## config.mk

```make
export PLATFORM = sky130hd
export DESIGN_NAME = chunk_mag_comp
export DESIGN_NICKNAME = d
export VERILOG_FILES = /design/src/rtl/chunk_comp_pkg.sv /design/src/rtl/slice_comp.sv /design/src/rtl/chunk_mag_comp.sv
export SDC_FILE = /design/constraint.sdc
export NUM_CORES = 1
export LEC_CHECK = 0
export CORE_UTILIZATION = 54
export CTS_CLUSTER_SIZE = 40
export DETAILED_ROUTE_END_ITERATION = 16
export PLACE_DENSITY = 0.84
export SLEW_MARGIN = 20
export SYNTH_ARGS = -nofsm -noshare
export SYNTH_HDL_FRONTEND = slang
export SYNTH_HIERARCHICAL = 1
export SYNTH_SLANG_ARGS = --single-unit
```

## constraint.sdc

```tcl
create_clock -name clk -period 4.2 [get_ports clk]
set_clock_uncertainty 0.05 [all_clocks]
set_input_delay 0.84 -clock clk [delete_from_list [all_inputs] [get_ports clk]]
set_output_delay 0.84 -clock clk [all_outputs]
set_load 0.03 [all_outputs]
```

## src/rtl/chunk_comp_pkg.sv

```systemverilog
// Shared encodings for the chunked magnitude comparator.
//   state_e       : controller states (IDLE/RUN)
//   RES_*         : packed {eq,gt,lt} result codes, one-hot once a result exists
//   RES_*_BIT     : bit positions of eq/gt/lt inside a packed result
package chunk_comp_pkg;

   typedef enum logic {
      ST_IDLE = 1'b0,
      ST_RUN  = 1'b1
   } state_e;

   localparam int RES_EQ_BIT = 2;
   localparam int RES_GT_BIT = 1;
   localparam int RES_LT_BIT = 0;

   localparam logic [2:0] RES_NONE = 3'b000;
   localparam logic [2:0] RES_EQ   = 3'b100;
   localparam logic [2:0] RES_GT   = 3'b010;
   localparam logic [2:0] RES_LT   = 3'b001;

endpackage

```

## src/rtl/slice_comp.sv

```systemverilog
// Combinational unsigned magnitude compare of one CHUNK-bit slice.
// Ports:
//   a, b       : slice operands
//   eq, gt, lt : a==b, a>b, a<b (exactly one is high)
module slice_comp #(
   parameter int CHUNK = 4
) (
   input  logic [CHUNK-1:0] a,
   input  logic [CHUNK-1:0] b,
   output logic             eq,
   output logic             gt,
   output logic             lt
);

   assign eq = (a == b);
   assign gt = (a >  b);
   assign lt = (a <  b);

endmodule

```

## src/rtl/chunk_mag_comp.sv

```systemverilog
// Multi-cycle magnitude comparator: compares two WIDTH-bit operands one
// CHUNK-bit slice per cycle, most significant slice first, and stops at the
// first slice that differs. Signed compares are done by flipping the sign bit
// of both operands at capture, which turns two's complement into offset
// binary so the unsigned slice compare gives the signed ordering.
//
// state   | meaning
// --------+------------------------------------------------------------
// ST_IDLE | waiting for start; last result held on eq/gt/lt
// ST_RUN  | comparing slice idx_q; busy=1; results frozen until done
//
// Ports:
//   clk, rst    : clock, synchronous active-high reset
//   start       : request, accepted only while idle
//   a, b        : operands, captured with an accepted start
//   signed_mode : 1 = two's-complement compare, captured with start
//   busy        : comparison in progress
//   done        : one-cycle pulse when eq/gt/lt update
//   eq, gt, lt  : registered one-hot result
module chunk_mag_comp
   import chunk_comp_pkg::*;
#(
   parameter int WIDTH = 16,
   parameter int CHUNK = 4
) (
   input  logic             clk,
   input  logic             rst,
   input  logic             start,
   input  logic [WIDTH-1:0] a,
   input  logic [WIDTH-1:0] b,
   input  logic             signed_mode,
   output logic             busy,
   output logic             done,
   output logic             eq,
   output logic             gt,
   output logic             lt
);

   localparam int NCH   = WIDTH / CHUNK;
   localparam int IDX_W = (NCH > 1) ? $clog2(NCH) : 1;

   generate
      if ((CHUNK < 1) || (WIDTH % CHUNK != 0)) begin : g_bad_chunk
         $error("chunk_mag_comp: WIDTH must be a non-zero multiple of CHUNK");
      end
   endgenerate

   state_e             state_q, state_d;
   logic [WIDTH-1:0]   a_q, a_d;
   logic [WIDTH-1:0]   b_q, b_d;
   logic [IDX_W-1:0]   idx_q, idx_d;
   logic               done_q, done_d;
   logic [2:0]         res_q, res_d;

   logic [CHUNK-1:0]   a_sl;
   logic [CHUNK-1:0]   b_sl;
   logic               s_eq, s_gt, s_lt;

   // Slice select written as a constant-index mux so every leg is a fixed
   // part-select of the captured operands.
   always_comb begin
      a_sl = '0;
      b_sl = '0;
      for (int i = 0; i < NCH; i++) begin
         if (idx_q == IDX_W'(i)) begin
            a_sl = a_q[i*CHUNK +: CHUNK];
            b_sl = b_q[i*CHUNK +: CHUNK];
         end
      end
   end

   slice_comp #(
      .CHUNK (CHUNK)
   ) u_slice_comp (
      .a  (a_sl),
      .b  (b_sl),
      .eq (s_eq),
      .gt (s_gt),
      .lt (s_lt)
   );

   always_comb begin
      state_d = state_q;
      a_d     = a_q;
      b_d     = b_q;
      idx_d   = idx_q;
      done_d  = 1'b0;
      res_d   = res_q;

      case (state_q)
         ST_IDLE: begin
            if (start) begin
               a_d              = a;
               b_d              = b;
               a_d[WIDTH-1]     = a[WIDTH-1] ^ signed_mode;
               b_d[WIDTH-1]     = b[WIDTH-1] ^ signed_mode;
               idx_d            = IDX_W'(NCH - 1);
               state_d          = ST_RUN;
            end
         end

         ST_RUN: begin
            if (!s_eq) begin
               res_d   = s_gt ? RES_GT : RES_LT;
               done_d  = 1'b1;
               state_d = ST_IDLE;
            end else if (idx_q == '0) begin
               res_d   = RES_EQ;
               done_d  = 1'b1;
               state_d = ST_IDLE;
            end else begin
               idx_d   = idx_q - 1'b1;
            end
         end

         default: begin
            state_d = ST_IDLE;
         end
      endcase
   end

   always_ff @(posedge clk) begin
      if (rst) begin
         state_q <= ST_IDLE;
         a_q     <= '0;
         b_q     <= '0;
         idx_q   <= '0;
         done_q  <= 1'b0;
         res_q   <= RES_NONE;
      end else begin
         state_q <= state_d;
         a_q     <= a_d;
         b_q     <= b_d;
         idx_q   <= idx_d;
         done_q  <= done_d;
         res_q   <= res_d;
      end
   end

   assign busy = (state_q == ST_RUN);
   assign done = done_q;
   assign eq   = res_q[RES_EQ_BIT];
   assign gt   = res_q[RES_GT_BIT];
   assign lt   = res_q[RES_LT_BIT];

endmodule

```

==> insert_results.sql <==
INSERT INTO impl_metrics (metric_group, metric, value, unit) VALUES
('outcome', 'outcome', 'finished, final reports clean', ''),
('floorplanning', 'dieArea', '3711', 'µm²'),
('layout', 'nets', '310', ''),
('hold_path', 'worstHoldPathType', 'flip-flop to flip-flop', ''),
('sta', 'final.min_clock_period', '2.686', 'ns'),
('sta', 'rsz_0062_raised_after_global_routing', 'false', ''),
('worst_setup_path', 'required', '4.40', 'ns'),
('global_route', 'track_usage', '0.2372', ''),
('sta', 'setup_total_neg_slack', '0', 'ns'),
('place', 'hpwlAfterDp', '2.867', 'mm'),
('sta', 'slew_headroom', '0.5774', ''),
('global_route', 'grt-busiest-layer', 'met2', ''),
('clock_network', 'cts_num_sinks', '39', ''),
('clock_network', 'cts_tree', 'done', ''),
('floorplanning', 'die-height', '60.92', 'µm'),
('global_route', 'number_of_global_route_vias_before_repair', '1482', ''),
('power', 'pwr-share-seq', '0.457', ''),
('global_route', 'globalRouteOverflowTotal', '0', ''),
('clock_network', 'worst_skew_pair_later_pin_latency', '0.34', 'ns'),
('yosys', 'netlist_area', '1874', 'µm²'),
('power', 'power_leakage', '0.8802', 'nW'),
('sta', 'report.final.slew_viol_count', '0', ''),
('clock_network', 'number_of_gates_resized_after_cts', '0', ''),
('sta', 'worst_pin_slew', '0.6319', 'ns'),
('power', 'power_switching_share', '0.2802', ''),
('worst_setup_path', 'crit_path_start_kind', 'flip-flop', ''),
('worst_setup_path', 'critical_path_sink_type', 'flip-flop', ''),
('clock_network', 'cts_hold_fix_bufs', '0', ''),
('power', 'clkPwrFrac', '0.291', ''),
('floorplanning', 'dieWidth', '60.92', 'µm'),
('worst_setup_path', 'timing.critical_path.mode_cell', 'nor2_1', ''),
('detailed_routing', 'routed_wirelength', '3.962', 'mm'),
('global_route', 'grtUsageMet1', '0.3014', ''),
('worst_setup_path', 'critPathArrivalTime', '2.88', 'ns'),
('clock_network', 'cts.reportedPaths.clkPinSlew', '0.12', 'ns'),
('clock_network', 'cts_setup_buffers', '0', ''),
('global_route', 'antenna_found_initial', '0', ''),
('yosys', 'avgSynthCellArea', '8.114', 'µm²'),
('detailed_routing', 'drt.antenna.violating_nets', '0', ''),
('detailed_routing', 'vias_per_cell', '5.137', ''),
('floorplanning', 'pin_count', '41', ''),
('clock_network', 'cts_inserted_buffers', '5', ''),
('sta', 'setup_viol', '0', ''),
('clock_network', 'clockRootBuffer', 'clkbuf_4', ''),
('layout', 'antenna_cells_inserted', '0', ''),
('sta', 'max_freq', '372.3', 'MHz'),
('sta', 'final_number_of_hold_violating_endpoints', '0', ''),
('power', 'cellPowerDensity', '387.8', 'nW/µm²'),
('power', 'net_switching_component_of_the_power', '253.0', 'µW'),
('detailed_routing', 'route.vias.total', '1608', ''),
('worst_setup_path', 'cpPeakStageDelay', '0.41', 'ns'),
('worst_setup_path', 'worstSetupPathType', 'flip-flop to flip-flop', ''),
('floorplanning', 'core_area', '3337', 'µm²'),
('place', 'globalplace.congestion', '0.8604', ''),
('global_route', 'grt_start_max_net_pins', '37', ''),
('power', 'ir_worst_vdd', '0.0002389', 'V'),
('sta', 'fin_worst_hold_slack', '0.4132', 'ns'),
('detailed_routing', 'first_pass_iters', '4', ''),
('clock_network', 'ctsHtreeMaxLevel', '2', ''),
('place', 'port_buffers', '40', ''),
('yosys', 'syn-num-nets', '275', ''),
('power', 'power.combinational.fraction', '0.252', ''),
('worst_setup_path', 'critical_path.cell_chain', 'inv_1, ha_1, nor2_1, a31oi_1, ha_1, nand2_1, nor2_1, and3b_1, nor2_1, a221oi_1', ''),
('worst_setup_path', 'critPathMaxFanout', '9', ''),
('detailed_routing', 'routedWlPerCell', '12.66', 'µm'),
('detailed_routing', 'drt_drc_violations_left', '0', ''),
('layout', 'area_growth_syn_to_layout', '24.23', '%'),
('clock_network', 'cts_buffer_depth', '2', ''),
('global_route', 'global_route_wire_length_before_repair', '6.368', 'mm'),
('global_route', 'grt_use_met2', '0.3815', ''),
('sta', 'fin_crit_sh', '0.6394', ''),
('worst_setup_path', 'crit_slowest_cell', 'nor2_1', ''),
('floorplanning', 'effective_utilization_at_floorplan', '0.5617', ''),
('global_route', 'groute.layer.met3.usage', '0.05970', ''),
('detailed_routing', 'drt-initial-drc-count', '87', ''),
('layout', 'n_fill_cell', '288', ''),
('layout', 'layout.core_utilization', '0.6978', ''),
('layout', 'final_layout_size_suffix_gt1_frac', '0.05618', ''),
('yosys', 'syn_inst', '231', ''),
('yosys', 'yosys_warnings', '6', ''),
('run', 'drv.max_cap_violation_count', '0', ''),
('power', 'cell_internal_pwr', '649.9', 'µW'),
('floorplanning', 'core.rowCount', '21', '');
[cells in the final DEF, fill, tap and decap left out, types with 2 or more instances in the layout]
| cell | instances |
|---|---|
| a21oi_1 | 35 |
| a31oi_1 | 8 |
| a32o_1 | 2 |
| buf_4 | 2 |
| clkbuf_4 | 5 |
| clkdlybuf4s50_1 | 40 |
| dfxtp_1 | 39 |
| ha_1 | 8 |
| inv_1 | 8 |
| mux2i_1 | 8 |
| nand2_1 | 70 |
| nand2b_1 | 9 |
| nand3b_1 | 8 |
| nor2_1 | 6 |
| nor2b_1 | 2 |
| o21ai_0 | 4 |
| xnor2_1 | 2 |
[worst paths after layout]
path	end	from	slack, ns	cells past startpoint
hold / removal	a_q[5]	a_q[5]	0.41	2
setup / recovery	idx_q[1]	idx_q[0]	1.51	10
setup reg to reg	idx_q[1]	idx_q[0]	1.51	10
hold reg to reg	a_q[5]	a_q[5]	0.41	2
[critical path, delay by kind of cell, from the launching register on]
kind,cells,cell delay (ns)
AO/OA/AOI/OAI,2,0.37
adder cells (fa/ha/maj),2,0.63
buffers and inverters,1,0.10
flip-flops,1,0.40
AND/OR/NAND/NOR,5,1.03
[stage by stage]
| step | power [mW] | std cells | setup WS (ns) | area (µm²) |
|---|---|---|---|---|
| floorplan | 0.5810 | 231 | 1.857 | 1874 |
| global placement | 0.6413 | 305 | 1.629 | 2242 |
| detailed placement | 0.6490 | 305 | 1.528 | 2242 |
| CTS | 0.9076 | 313 | 1.492 | 2328 |
| global route | 0.9469 | 313 | 1.210 | 2328 |
| finish | 0.9030 | 313 | 1.514 | 2328 |
[metal layers]
layer / vias to the layer above / part of all wire
met5: - / 0
met4: 0 / 0.019
met3: 6 / 0.044
met2: 46 / 0.46
met1: 720 / 0.48
li1: 836 / -
[state kept, by name (all words and copies together) (netlist names)]
signal / count
b_q: 16
done: 1
idx_q: 2
busy: 1
a_q: 16
res_q: 3
[power by group through the flow]
stage	logic (mW)	registers (mW)	clock network, mW
after floorplan	0.155	0.426	0
after global placement	0.221	0.420	0
after detailed placement	0.228	0.421	0
after CTS	0.229	0.413	0.266
after global routing	0.253	0.415	0.279
final	0.228	0.413	0.263
[cell type report]
type	count	area, µm²	share of cell area
Tap cell	46	57.56	0.02472
Sequential cell	39	780.7	0.3353
Multi-Input combinational cell	170	958.4	0.4116
Clock inverter	2	35.03	0.01505
Clock buffer	6	51.30	0.02203
Inverter	8	30.03	0.01290
Timing Repair Buffer	42	415.4	0.1784
(Power assumes the default switching activity.)
